<file path="config.mk">
export PLATFORM = sky130hd
export DESIGN_NAME = tile_light_list_emitter
export DESIGN_NICKNAME = d
export VERILOG_FILES = /design/src/rtl/tile_shading_pkg.sv /design/src/rtl/tile_lsb_encoder.sv /design/src/rtl/tile_light_list_emitter.sv
export SDC_FILE = /design/constraint.sdc
export NUM_CORES = 1
export LEC_CHECK = 0
export ABC_AREA = 0
export CELL_PAD_IN_SITES_DETAIL_PLACEMENT = 0
export CELL_PAD_IN_SITES_GLOBAL_PLACEMENT = 1
export CORE_ASPECT_RATIO = 1.75
export CORE_MARGIN = 4
export CORE_UTILIZATION = 40
export DETAILED_ROUTE_END_ITERATION = 8
export GPL_TIMING_DRIVEN = 0
export PLACE_DENSITY_LB_ADDON = 0.2
export SLEW_MARGIN = 10
export SYNTH_ARGS = -nofsm -noshare
export SYNTH_HDL_FRONTEND = slang
export SYNTH_SLANG_ARGS = --single-unit
</file>
<file path="constraint.sdc">
create_clock -name clk -period 5.4 [get_ports clk]
set_clock_uncertainty 0.15 [all_clocks]
set_input_delay 1.08 -clock clk [delete_from_list [all_inputs] [get_ports clk]]
set_output_delay 1.08 -clock clk [all_outputs]
set_load 0.05 [all_outputs]
</file>
<file path="src/rtl/tile_shading_pkg.sv">
// Shared tile-shading constants and the light-list emitter state encoding.
package tile_shading_pkg;

    localparam int NTX        = 120;
    localparam int NTY        = 68;
    localparam int MAX_LIGHTS = 32;
    localparam int LIGHT_ID_W = $clog2(MAX_LIGHTS);
    localparam int TILE_IDX_W = $clog2(NTX * NTY);

    typedef enum logic [2:0] {
        IDLE,
        READ,
        WAIT,
        EMIT,
        NEXT,
        DONE
    } state_t;

endpackage

</file>
<file path="src/rtl/tile_lsb_encoder.sv">
// Lowest-set-bit encoder: index of the lowest set mask bit, plus an any-bit flag.
module tile_lsb_encoder
    import tile_shading_pkg::*;
#(
    parameter int W     = MAX_LIGHTS,
    parameter int IDX_W = (W > 1) ? $clog2(W) : 1
) (
    input  logic [W-1:0]     mask,
    output logic [IDX_W-1:0] index,
    output logic             any
);

    // Scan from the top down so the last hit wins, leaving the lowest set bit.
    always_comb begin
        index = '0;
        any   = |mask;
        for (int i = W - 1; i >= 0; i--) begin
            if (mask[i]) index = IDX_W'(i);
        end
    end

endmodule

</file>
<file path="src/rtl/tile_light_list_emitter.sv">
// Walks every tile, reads its light mask from RAM and emits one entry per set
// light (ascending ids, ascending tiles) over a valid/ready stream.
// Build option TILE_LIGHT_SKIP_EMPTY_EN: when defined, empty tiles emit nothing;
// otherwise an empty tile emits a single entry flagged out_empty/out_last.
module tile_light_list_emitter #(
    parameter int NTX        = tile_shading_pkg::NTX,
    parameter int NTY        = tile_shading_pkg::NTY,
    parameter int MAX_LIGHTS = tile_shading_pkg::MAX_LIGHTS,
    parameter int TILE_IDX_W = $clog2(NTX * NTY)
) (
    input  logic                          clk,
    input  logic                          rst_n,
    input  logic                          start,
    output logic                          busy,
    output logic                          done,
    output logic                          mask_rd_en,
    output logic [TILE_IDX_W-1:0]         mask_rd_addr,
    input  logic [MAX_LIGHTS-1:0]         mask_rd_data,
    output logic                          out_valid,
    input  logic                          out_ready,
    output logic [TILE_IDX_W-1:0]         out_tile,
    output logic [$clog2(MAX_LIGHTS)-1:0] out_light_id,
    output logic                          out_last,
    output logic                          out_empty
);

    import tile_shading_pkg::*;

    localparam int                    LID_W     = $clog2(MAX_LIGHTS);
    localparam logic [TILE_IDX_W-1:0] LAST_TILE = TILE_IDX_W'(NTX * NTY - 1);

    state_t                  state_q;
    logic [TILE_IDX_W-1:0]   tile_q;
    logic [MAX_LIGHTS-1:0]   pending_q;
    logic                    busy_q;
    logic                    done_q;
    logic                    rd_en_q;
    logic [TILE_IDX_W-1:0]   rd_addr_q;

    logic [LID_W-1:0]        lsb_idx;
    logic                    pend_any;
    logic [MAX_LIGHTS-1:0]   lsb_onehot;
    logic                    one_left;
    logic                    emit_vld;
    logic [TILE_IDX_W-1:0]   tile_d;

    tile_lsb_encoder #(
        .W     (MAX_LIGHTS),
        .IDX_W (LID_W)
    ) u_lsb (
        .mask  (pending_q),
        .index (lsb_idx),
        .any   (pend_any)
    );

    // Isolate the lowest pending bit; it is the last one when nothing else remains.
    always_comb begin
        lsb_onehot = pending_q & (~pending_q + MAX_LIGHTS'(1));
        one_left   = (pending_q == lsb_onehot);
        tile_d     = tile_q + TILE_IDX_W'(1);
`ifdef TILE_LIGHT_SKIP_EMPTY_EN
        emit_vld   = (state_q == EMIT) && pend_any;
`else
        emit_vld   = (state_q == EMIT);
`endif
    end

    // Stream outputs decode only registered state, so they hold during stalls.
    assign out_valid    = emit_vld;
    assign out_tile     = tile_q;
    assign out_light_id = (emit_vld && pend_any) ? lsb_idx : '0;
    assign out_last     = emit_vld && one_left;
    assign out_empty    = emit_vld && !pend_any;

    assign busy         = busy_q;
    assign done         = done_q;
    assign mask_rd_en   = rd_en_q;
    assign mask_rd_addr = rd_addr_q;

    // Pass sequencer: read each tile's mask, drain its bits, step to the next tile.
    always_ff @(posedge clk) begin
        if (!rst_n) begin
            state_q   <= IDLE;
            tile_q    <= '0;
            pending_q <= '0;
            busy_q    <= 1'b0;
            done_q    <= 1'b0;
            rd_en_q   <= 1'b0;
            rd_addr_q <= '0;
        end else begin
            done_q  <= 1'b0;
            rd_en_q <= 1'b0;
            case (state_q)
                IDLE: begin
                    if (start) begin
                        tile_q    <= '0;
                        rd_addr_q <= '0;
                        rd_en_q   <= 1'b1;
                        busy_q    <= 1'b1;
                        state_q   <= READ;
                    end
                end
                READ: state_q <= WAIT;
                WAIT: begin
                    pending_q <= mask_rd_data;
                    state_q   <= EMIT;
                end
                EMIT: begin
                    if (!pend_any) begin
`ifdef TILE_LIGHT_SKIP_EMPTY_EN
                        state_q <= NEXT;
`else
                        if (out_ready) state_q <= NEXT;
`endif
                    end else if (out_ready) begin
                        pending_q <= pending_q & ~lsb_onehot;
                        if (one_left) state_q <= NEXT;
                    end
                end
                NEXT: begin
                    if (tile_q == LAST_TILE) begin
                        done_q  <= 1'b1;
                        state_q <= DONE;
                    end else begin
                        tile_q    <= tile_d;
                        rd_addr_q <= tile_d;
                        rd_en_q   <= 1'b1;
                        state_q   <= READ;
                    end
                end
                DONE: begin
                    busy_q  <= 1'b0;
                    state_q <= IDLE;
                end
                default: state_q <= IDLE;
            endcase
        end
    end

endmodule

</file>
# Word-level counts from Yosys, hierarchy flattened
# Index checks and enable logic that the tools add are counted.
[word_totals]
register_bits = 51
elab_cells = 90
[op_classes]
n_eq_ne = 12
bitwise = 4
n_mux = 52
n_reduce_logical = 14
addsub = 2
[ops]
columns = ["op", "n"]
rows = [
  ["$mux W5", 33],
  ["$and A32 B32 Y32", 2],
  ["$mux W32", 2],
  ["$not A32 Y32", 2],
  ["$pmux W32 S2", 1],
  ["$add A32 B1 Y32 const B", 1],
  ["$eq A32 B32 Y1", 1],
  ["$reduce_or A32 Y1", 1],
  ["$mux W13", 2],
  ["$pmux W13 S2", 1],
  ["$mux W3", 6],
  ["$pmux W3 S5", 1],
  ["$add A13 B1 Y13 const B", 1],
  ["$eq A13 B13 Y1 const B", 1],
  ["$reduce_and A3 Y1", 3],
  ["$ne A2 B2 Y1 const B", 4],
  ["$eq A3 B2 Y1 const B", 2],
  ["$eq A3 B3 Y1 const B", 2],
  ["$reduce_bool A2 Y1", 3],
  ["$mux W1", 4],
  ["$pmux W1 S2", 2],
  ["$reduce_and A2 Y1", 2],
  ["$eq A3 B1 Y1 const B", 1],
  ["$logic_and A1 B1 Y1", 3],
  ["3 further kinds", 3],
]

# Depth between registers and ports, before layout
# Gate-level depths: netlist of the first run.
[logic_depth]
depth_word = 33
ltp_mapped = 10

# By module
# From an unflattened synthesis of the first run, not the netlist that was laid out.
[unflattened]
hier_cells = 437
area_unflattened_um2 = 3318.2
[modules_own_cells]
columns = ["mod", "area_per_inst_um2", "cells_each", "n_inst", "seq_area_each_um2"]
rows = [
  ["tile_light_list_emitter", 2932.8, 372, 1, 1021.0],
  ["tile_lsb_encoder", 385.4, 65, 1, 0.0],
]

# Worst setup path after synthesis of the first run
# No wires, ideal clock.
[synth_path]
path_kind = "register to output"
from = "register pending_q[8]"
to = "output out_light_id[0]"
t_arrival_ns = 3.716
slack_ns = 0.454
required_ns = 4.170
stages_incl_launch_ff = 8
path_buffers = 1
cell_sequence = "dfxtp_1 > clkbuf_1 > nor4_1 > nand4_1 > nor2_1 > nand2_1 > nand2_1 > a2111oi_0"
[synth_between]
elab_chain_len = 10
elab_cells_between_ends = 12
cone_classes = "10 x mux; 2 x reduce/logical"
[synth_lines]
columns = ["item", "line_no", "source"]
rows = [
  ["start: declaration", "tile_light_list_emitter.sv:34", "logic [MAX_LIGHTS-1:0] pending_q;"],
  ["start signal: assignment", "tile_light_list_emitter.sv:105", "pending_q <= mask_rd_data;"],
  ["start signal: assignment", "tile_light_list_emitter.sv:116", "pending_q <= pending_q & ~lsb_onehot;"],
  ["$mux W5 (9 in series)", "tile_lsb_encoder.sv:18", "if (mask[i]) index = IDX_W'(i);"],
  ["$mux W5 *", "tile_light_list_emitter.sv:71", "assign out_light_id = (emit_vld && pend_any) ? lsb_idx : '0;"],
  ["end: declaration", "tile_light_list_emitter.sv:22", "output logic [$clog2(MAX_LIGHTS)-1:0] out_light_id,"],
]
# Every way passes the cells marked *; elsewhere a longest branch is shown, timed or not.

# Worst setup path after layout of the first run
[layout_path]
from = "register pending_q[17]"
to = "output out_last"
[layout_between]
elab_chain_len = 5
[layout_lines]
columns = ["item", "line_no", "source"]
rows = [
  ["$not A32 Y32", "tile_light_list_emitter.sv:58", "lsb_onehot = pending_q & (~pending_q + MAX_LIGHTS'(1));"],
  ["$add A32 B1 Y32", "tile_light_list_emitter.sv:58", ""],
  ["$and A32 B32 Y32", "tile_light_list_emitter.sv:58", ""],
  ["$eq A32 B32 Y1 *", "tile_light_list_emitter.sv:59", "one_left = (pending_q == lsb_onehot);"],
  ["$logic_and A1 B1 Y1 *", "tile_light_list_emitter.sv:72", "assign out_last = emit_vld && one_left;"],
  ["end: declaration", "tile_light_list_emitter.sv:23", "output logic out_last,"],
]
# Marked as above.

==> impl_metrics.yaml, run 1 <==
status:
  status: "completed"
cells_and_area:
  final_core_utilization_pct: 54.0
  final_common_cell: "clkdlybuf4s50_1"
  fin_cells: 611
  fin_area_um2: 4330
  final_net_count: 557
  syn_to_final_growth_pct: 29.8
  drive_above_1_share_pct: 10.7
  final_cell_mix: "clkdlybuf4s50_1 (71), dfxtp_1 (51), nand2_1 (49)"
  n_antenna_cell: 0
placement:
  gp_congestion: 0.933
  io_buffers: 71
  dp_hpwl_um: 8770
  place_area_um2: 4160
  dp_cells: 603
hold_path:
  hold_class: "register to register"
  holdPathStages: 2
worst_setup_path:
  required_ps: 4170
  cp_top_family: "simple AND/OR/NAND/NOR gates"
  rr_startpoint: "pending_q[24]$_SDFFE_PN0P_"
  crit_end: "out_last"
  r2r_slack_ps: 2130
  r2r_end: "pending_q[24]$_SDFFE_PN0P_"
  worstSetupStartpoint: "pending_q[17]$_SDFFE_PN0P_"
  cp_max_fo: 8
  crit_arrival_ps: 3860
  crit_path_start_kind: "register"
  reg2reg_depth: 8
  cp_num_buf_inv: 1
  crit_path_end_kind: "output pin"
  cp_cell_sequence: "or4_2 -> nor2_1 -> nand2_1 -> o21ai_0 -> o2111ai_1 -> nor4_1 -> clkdlybuf4s50_1"
  slowest_delay_ps: 870
  slowest_stage: "clkdlybuf4s50_1"
  critPathKind: "register to output pin"
  path_depth: 7
global_route:
  grt_start_max_net_pins: 18
  grt_pass1_wl_um: 18100
  antenna_found_initial: 0
  first_global_vias: 3532
  grt_overflow: 0
  gr-usage-all-layers_pct: 23.3
logic_synthesis:
  yosys_register_bits: 51
  synth_seq_area_share_pct: 30.6
  yosys.area_share.xor_xnor_pct: 2.36
  syn-num-nets: 479
  yosys_warnings: 0
  synth_top_family_by_area: "simple AND/OR/NAND/NOR gates"
  synth_cells: 442
  synthDistinctLibCells: 59
  synth-compound-area-share_pct: 24.3
  synth_edf_count: 0
  synthFlopType: "dfxtp_1"
  syn-cell-area_um2: 3330
  yosys.area_share.simple_pct: 30.3
  synthArstFlopShare_pct: 0
  avgSynthCellArea_um2: 7.54
  synthAdderAreaFrac_pct: 0.976
  synthMuxAreaShare_pct: 0
sta:
  fin_crit_ps: 5090
  finalSetupTns_ps: 0
  worst_pin_slew_ps: 993
  fmax_mhz: 196
  slew_headroom_pct: 33.0
  timing.final.crit_share_pct: 94.3
  finalSetupViolCount: 0
  grt_setup_unrepaired: "false"
  hold_viol_final: 0
  maxSlewViolCount: 0
detailed_routing:
  antenna_left: 0
  vias_per_cell: 6.02
  drt-pass1-iter-count: 5
  drcViolationCount: 0
  drt_wl_total_um: 11500
  num_vias: 3676
  wl_per_cell_um: 18.8
  drt_iter0_markers: 262
clock_tree:
  clk_pin_slew_ps: 70
  cts_root_buf: "clkbuf_16"
  cts_setup_buffers: 0
  numCtsBuffers: 5
  ctsHoldBuffers: 0
  htreeDepth: 2
  clkSinkCount: 51
  cts_tree: "built"
  cts_resized: 0
  clkLatencyLatePin_ps: 300
  clockBufferDepth: 2
floorplan:
  ios: 73
  row_count: 43
  die_w_um: 77.0
  start_util_pct: 41.6
  dieArea_um2: 9920
  core_um2: 8020
  die_h_um: 129
power:
  power_leakage_nw: 1.60
  powerDensity_nw_per_um2: 287
  vdd_drop_max_mv: 0.154
flow_run:
  maxCapViolCount: 0
-- per-stage QoR --
| stage | worst slack (ps) | hold slack [ps] | power (mW) |
|---|---|---|---|
| final | 308 | 386 | 1.24 |
| after global routing | 95.3 | 440 | 1.31 |
| after CTS | 297 | 398 | 1.25 |
| after detailed placement | 644 | 385 | 0.870 |
| after global placement | 654 | 358 | 0.868 |
| after floorplan | 454 | 338 | 0.729 |
-- tightest hold or removal path, cell delays in order, from the launching register on --
cell and delay, ps:
dfxtp_1 350, o21ai_0 80, a21oi_1 60
-- cells by family (layout without fill, tap and decap cells) --
| kind of cell | Yosys count | count (layout) |
|---|---|---|
| adder cells (fa/ha/maj) | 3 | 3 |
| buffers and inverters | 63 | 142 |
| AND/OR/NAND/NOR | 193 | 193 |
| flip-flops | 51 | 51 |
| XOR/XNOR | 9 | 9 |
| AO/OA/AOI/OAI | 123 | 123 |
-- area by class of cell --
class	instances	area [um2]
well taps	90	113
multi-input cells	328	1930
repair buffers	71	711
clock buffers	5	125
clock inverters	3	46.3
inverters	14	52.6
fillers	811	3690
plain buffers	49	329
flip-flops and latches	51	1020
-- flip-flops by register name (all words and copies together), names as in the netlist --
name	flops
mask_rd_en	1
busy	1
mask_rd_addr	13
done	1
state_q	3
pending_q	32
-- power by group --
part | leakage (nW) | total (mW) | switching [mW] | internal (mW)
registers | 0.414 | 0.419 | 0.0215 | 0.397
clock network | 0.0804 | 0.371 | 0.151 | 0.220
logic | 1.10 | 0.452 | 0.283 | 0.168
-- cells in the mapped netlist, types with 4 or more instances --
| master | n | area share, % |
|---|---|---|
| nor4_1 | 14 | 2.6 |
| nand4_1 | 7 | 1.3 |
| dfxtp_1 | 51 | 31 |
| a32o_1 | 5 | 1.5 |
| nand3_1 | 31 | 4.7 |
| nor3_1 | 19 | 2.9 |
| a21boi_0 | 7 | 1.6 |
| nand2_1 | 49 | 5.5 |
| a31oi_1 | 5 | 0.94 |
| a22oi_1 | 6 | 1.4 |
| xor2_1 | 6 | 1.6 |
| or3_1 | 5 | 0.94 |
| a21oi_1 | 24 | 3.6 |
| clkbuf_8 | 4 | 1.7 |
| o31ai_1 | 6 | 1.4 |
| inv_1 | 14 | 1.6 |
| and2_1 | 5 | 0.94 |
| o21ai_0 | 44 | 6.6 |
| buf_4 | 15 | 3.4 |
| nor2_1 | 32 | 3.6 |
| clkbuf_1 | 17 | 1.9 |
| a211oi_1 | 5 | 1.1 |
| nor2b_1 | 6 | 1.1 |
| and3_1 | 4 | 0.75 |
| buf_2 | 5 | 0.75 |
| buf_6 | 4 | 1.4 |
-- layer usage --
metal  global-route usage [%]  share of wire [%]
met5                        0                  0
met4                     12.6                4.8
met3                     3.08                4.7
met2                     44.4                 54
met1                     24.3                 36
-- worst min path at each step --
| stage | end | start |
|---|---|---|
| final | mask_rd_addr[10]$_SDFFE_PN0P_ | mask_rd_addr[10]$_SDFFE_PN0P_ |
| after global routing | pending_q[18]$_SDFFE_PN0P_ | pending_q[18]$_SDFFE_PN0P_ |
| after CTS | mask_rd_addr[10]$_SDFFE_PN0P_ | mask_rd_addr[10]$_SDFFE_PN0P_ |
| after detailed placement | mask_rd_addr[10]$_SDFFE_PN0P_ | mask_rd_addr[10]$_SDFFE_PN0P_ |
| after global placement | mask_rd_addr[10]$_SDFFE_PN0P_ | mask_rd_addr[10]$_SDFFE_PN0P_ |
| after floorplan | pending_q[18]$_SDFFE_PN0P_ | pending_q[18]$_SDFFE_PN0P_ |
Note: power is estimated with default switching activity, not from simulation.
==> inputs of run 2 (changes only) <==
--- a/config.mk
+++ b/config.mk
@@ -14,6 +14,7 @@
 export DETAILED_ROUTE_END_ITERATION = 8
 export GPL_TIMING_DRIVEN = 0
 export PLACE_DENSITY_LB_ADDON = 0.2
+export RECOVER_POWER = 100
 export SLEW_MARGIN = 10
 export SYNTH_ARGS = -nofsm -noshare
 export SYNTH_HDL_FRONTEND = slang
==> impl_metrics.yaml, run 2 (synthesis gave the netlist of run 1 again) <==
status:
  status: "completed"
floorplan:
  ios: 73
  die_h_um: 129
  die_w_um: 77.0
  core_um2: 8020
  dieArea_um2: 9920
  start_util_pct: 41.6
  row_count: 43
sta:
  finalSetupTns_ps: 0
  fmax_mhz: 194
  slew_headroom_pct: 33.5
  finalSetupViolCount: 0
  timing.final.crit_share_pct: 95.2
  maxSlewViolCount: 0
  worst_pin_slew_ps: 985
  grt_setup_unrepaired: "false"
  whs_ps: 384
  hold_viol_final: 0
  fin_crit_ps: 5140
detailed_routing:
  drcViolationCount: 0
  wl_per_cell_um: 18.9
  drt_wl_total_um: 11500
  antenna_left: 0
  num_vias: 3663
  drt-pass1-iter-count: 6
  vias_per_cell: 6.00
  drt_iter0_markers: 233
clock_tree:
  numCtsBuffers: 5
  clockBufferDepth: 2
  clk_pin_slew_ps: 70
  ctsHoldBuffers: 0
  cts_tree: "built"
  cts_root_buf: "clkbuf_16"
  htreeDepth: 2
  cts_setup_buffers: 0
  clkLatencyLatePin_ps: 300
  cts_resized: 0
  clkSinkCount: 51
global_route:
  first_global_vias: 3532
  gr-usage-all-layers_pct: 23.3
  antenna_found_initial: 0
  grt_start_max_net_pins: 18
  grt_pass1_wl_um: 18100
  grt_overflow: 0
worst_setup_path:
  cp_cell_sequence: "or4_2 -> nor2_1 -> nand2_1 -> o21ai_0 -> o2111ai_1 -> nor4_1 -> dlygate4sd3_1"
  crit_path_end_kind: "output pin"
  cp_max_fo: 8
  r2r_slack_ps: 2000
  slowest_stage: "dlygate4sd3_1"
  rr_startpoint: "pending_q[8]$_SDFFE_PN0P_"
  reg2reg_depth: 9
  crit_path_start_kind: "register"
  critPathKind: "register to output pin"
  crit_arrival_ps: 3910
  required_ps: 4170
  r2r_end: "pending_q[26]$_SDFFE_PN0P_"
  slowest_delay_ps: 920
flow_run:
  maxCapViolCount: 0
hold_path:
  hold_class: "register to register"
  min_from: "mask_rd_addr[10]$_SDFFE_PN0P_"
  min_to: "mask_rd_addr[10]$_SDFFE_PN0P_"
  holdPathStages: 2
cells_and_area:
  largest_reg_flops: 32
  final_core_utilization_pct: 53.8
  n_antenna_cell: 0
  final_cell_mix: "dfxtp_1 (51), nand2_1 (49), o21ai_0 (44)"
  syn_to_final_growth_pct: 29.4
  fillerInstances: 814
  final_net_count: 557
  top_register: "pending_q"
  final_common_cell: "dfxtp_1"
  drive_above_1_share_pct: 9.98
placement:
  io_buffers: 71
  dp_hpwl_um: 8770
  gp_congestion: 0.933
power:
  power_leakage_nw: 1.71
  powerDensity_nw_per_um2: 287
  vdd_drop_max_mv: 0.155
==> run 2: changes by cell type in the layout (fill, tap and decap cells not counted), moves of 2 or more <==
cell	previous run	this run
dlygate4sd3_1	0	38
clkdlybuf4s50_1	71	33
and2_1	5	1
and2_0	1	5
buf_2	5	3
clkbuf_1	17	20
==> run 2: per-layer routing <==
metal,track usage (%),vias up,wire length (um)
met4,12.6,0,523
met1,24.3,1715,4150
met2,44.4,158,6230
met5,0,-,0
met3,3.08,30,617
li1,-,1760,-
==> run 2: cell type report <==
| class | instances | area [um2] | area share [%] |
|---|---|---|---|
| multi-input cells | 328 | 1930 | 44.7 |
| repair buffers | 71 | 711 | 16.5 |
| clock buffers | 5 | 125 | 2.90 |
| plain buffers | 49 | 320 | 7.42 |
| well taps | 90 | 113 | 2.61 |
| clock inverters | 3 | 46.3 | 1.07 |
| flip-flops and latches | 51 | 1020 | 23.7 |
| inverters | 14 | 52.6 | 1.22 |
==> run 2: report_power, final <==
part,switching (mW),internal (mW)
clock,0.150,0.220
sequential,0.0214,0.397
combinational,0.282,0.165
total,0.454,0.783
==> run 2: worst max-delay path by stage <==
stage                     depth (start not counted)  slack [ps]                  startpoint               to
after global routing                              7          80   pending_q[8]$_SDFFE_PN0P_         out_last
after CTS                                         9         300   pending_q[0]$_SDFFE_PN0P_         out_last
after global placement                            9         650   pending_q[0]$_SDFFE_PN0P_         out_last
after detailed placement                          9         640   pending_q[0]$_SDFFE_PN0P_         out_last
final                                             7         260  pending_q[17]$_SDFFE_PN0P_         out_last
after floorplan                                   7         450   pending_q[8]$_SDFFE_PN0P_  out_light_id[0]
==> run 2: through the flow <==
| stage | cell area [um2] | setup slack (ps) | power (mW) | cells |
|---|---|---|---|---|
| 2_1_floorplan | 3330 | 454 | 0.729 | 442 |
| 3_3_place_gp | 4160 | 654 | 0.868 | 603 |
| 3_5_place_dp | 4160 | 644 | 0.870 | 603 |
| 4_1_cts | 4330 | 297 | 1.25 | 611 |
| 5_1_grt | 4320 | 82.4 | 1.30 | 611 |
| 6_report | 4320 | 257 | 1.24 | 611 |
==> run 2: worst max-delay path, delay by kind of cell, from the launching register on <==
kind,cells,cell delay [ps]
buf+inv,1,920
flops,1,390
compound gates,2,560
simple gates,4,1750
==> inputs of run 3 (changes only) <==
--- a/config.mk
+++ b/config.mk
@@ -11,6 +11,7 @@
 export CORE_ASPECT_RATIO = 1.75
 export CORE_MARGIN = 4
 export CORE_UTILIZATION = 40
+export CTS_CLUSTER_SIZE = 25
 export DETAILED_ROUTE_END_ITERATION = 8
 export GPL_TIMING_DRIVEN = 0
 export PLACE_DENSITY_LB_ADDON = 0.2
==> results of run 3 <==
Same layout as run 2: the final DEF is identical, and so are final timing and power.
==> edit: new RTL, flow settings as in run 2 <==
Make the reset (`rst_n`) asynchronous in one clocked block.
--- a/src/rtl/tile_light_list_emitter.sv
+++ b/src/rtl/tile_light_list_emitter.sv
@@ -79,5 +79,5 @@
 
     // Pass sequencer: read each tile's mask, drain its bits, step to the next tile.
-    always_ff @(posedge clk) begin
+    always_ff @(posedge clk or negedge rst_n) begin
         if (!rst_n) begin
             state_q   <= IDLE;
Function: differs if rst_n is asserted again (counterexample within 4 cycles, from zero or initial values and one cycle with rst_n low); with rst_n held inactive, the same outputs for 4 cycles.
==> edit against run 2 <==
The run now ends with capacitance limit, slew limit left. Cell count fell by 9.5%. Cell area fell by 3.8%. Worst setup slack improved by 0.21 ns. Synthesized area fell by 5.0%. Sequential cell count did not move. Wire length fell by 17%. Critical path type unchanged. Critical endpoint unchanged.
Power is not compared: it rests on default switching activity, and its combinational part moved more than twofold at a synthesized area within 25%.
==> edit: results (changes against run 2) <==
top post-synthesis cells by area: dfrtp_1, o21ai_0, nand2_1 (was dfxtp_1, o21ai_0, nand2_1)
met3 wire len: 386 µm (was 617 µm)
1st-pass router iterations: 4 (was 6)
final core occ: 54.5% (was 53.8%)
hold_ws: 0.402 ns (was 0.384 ns)
met3 GRT Util: 2.63% (was 3.08%)
reg-to-reg setup timing slack: 2.49 ns (was 2.00 ns)
pre-CTS WS: 0.856 ns (was 0.644 ns)
# port buffers: 72 (was 71)
commonest cells in the netlist: dfrtp_1, o21ai_0, nand2_1 (was dfxtp_1, nand2_1, o21ai_0)
max incr delay on CP: 0.81 ns (was 0.92 ns)
Vias: 3116 (was 3663)
Total Routing Usage GR: 21.3% (was 23.3%)
met2 Usage GRT: 38.0% (was 44.4%)
DR WL met2: 5080 µm (was 6230 µm)
Max-cap violations: 1 (was 0)
Iteration-0 DRC Markers: 180 (was 233)
ys async rst share: 100% (was 0%)
GP Congestion: 0.917 (was 0.933)
worst hold start: busy (was mask_rd_addr[10])
placed instance area: 4010 µm² (was 4160 µm²)
HPWL Detailed: 7440 µm (was 8770 µm)
failing checks: capacitance limit, slew limit
Mapped Nets: 422 (was 479)
vias in the first global route: 3219 (was 3532)
first-pass GRT wire length: 15600 µm (was 18100 µm)
outcome: complete, but fails checks (was finished, final reports clean)
Max Slew Vio Count: 31 (was 0)
met1 Usage GRT: 24.2% (was 24.3%)
CP Max Fanout: 10 (was 8)
==> edit: how the worst max path moves through the flow <==
stage / from / endpoint / slack [ns] / cells after the start
final: pending_q[3] / out_last / 0.47 / 9
after global routing: pending_q[11] / out_last / 0.15 / 8
after CTS: pending_q[3] / out_last / 0.53 / 9
after detailed placement: pending_q[11] / out_last / 0.86 / 8
after global placement: pending_q[19] / out_last / 0.82 / 8
after floorplan: pending_q[28] / out_light_id[0] / 0.33 / 7
==> edit: final cells by class <==
class	count	share of cell area (%)
buffer	30	4.16
multi-input combinational	289	39.9
inverter	15	1.36
sequential	51	30.7
clock inverter	2	0.904
timing repair buffer	73	17.3
tap	88	2.65
clock buffer	5	3.01
==> edit: cell families after synthesis <==
group,after synthesis,share of synthesized area [%]
DFF,51,40.3
buffers and inverters,45,7.27
AOI/OAI and AO/OA,123,23.7
and+or+nand+nor,157,26.1
adders and majority gates,1,0.395
xor gates and xnor gates,8,2.21
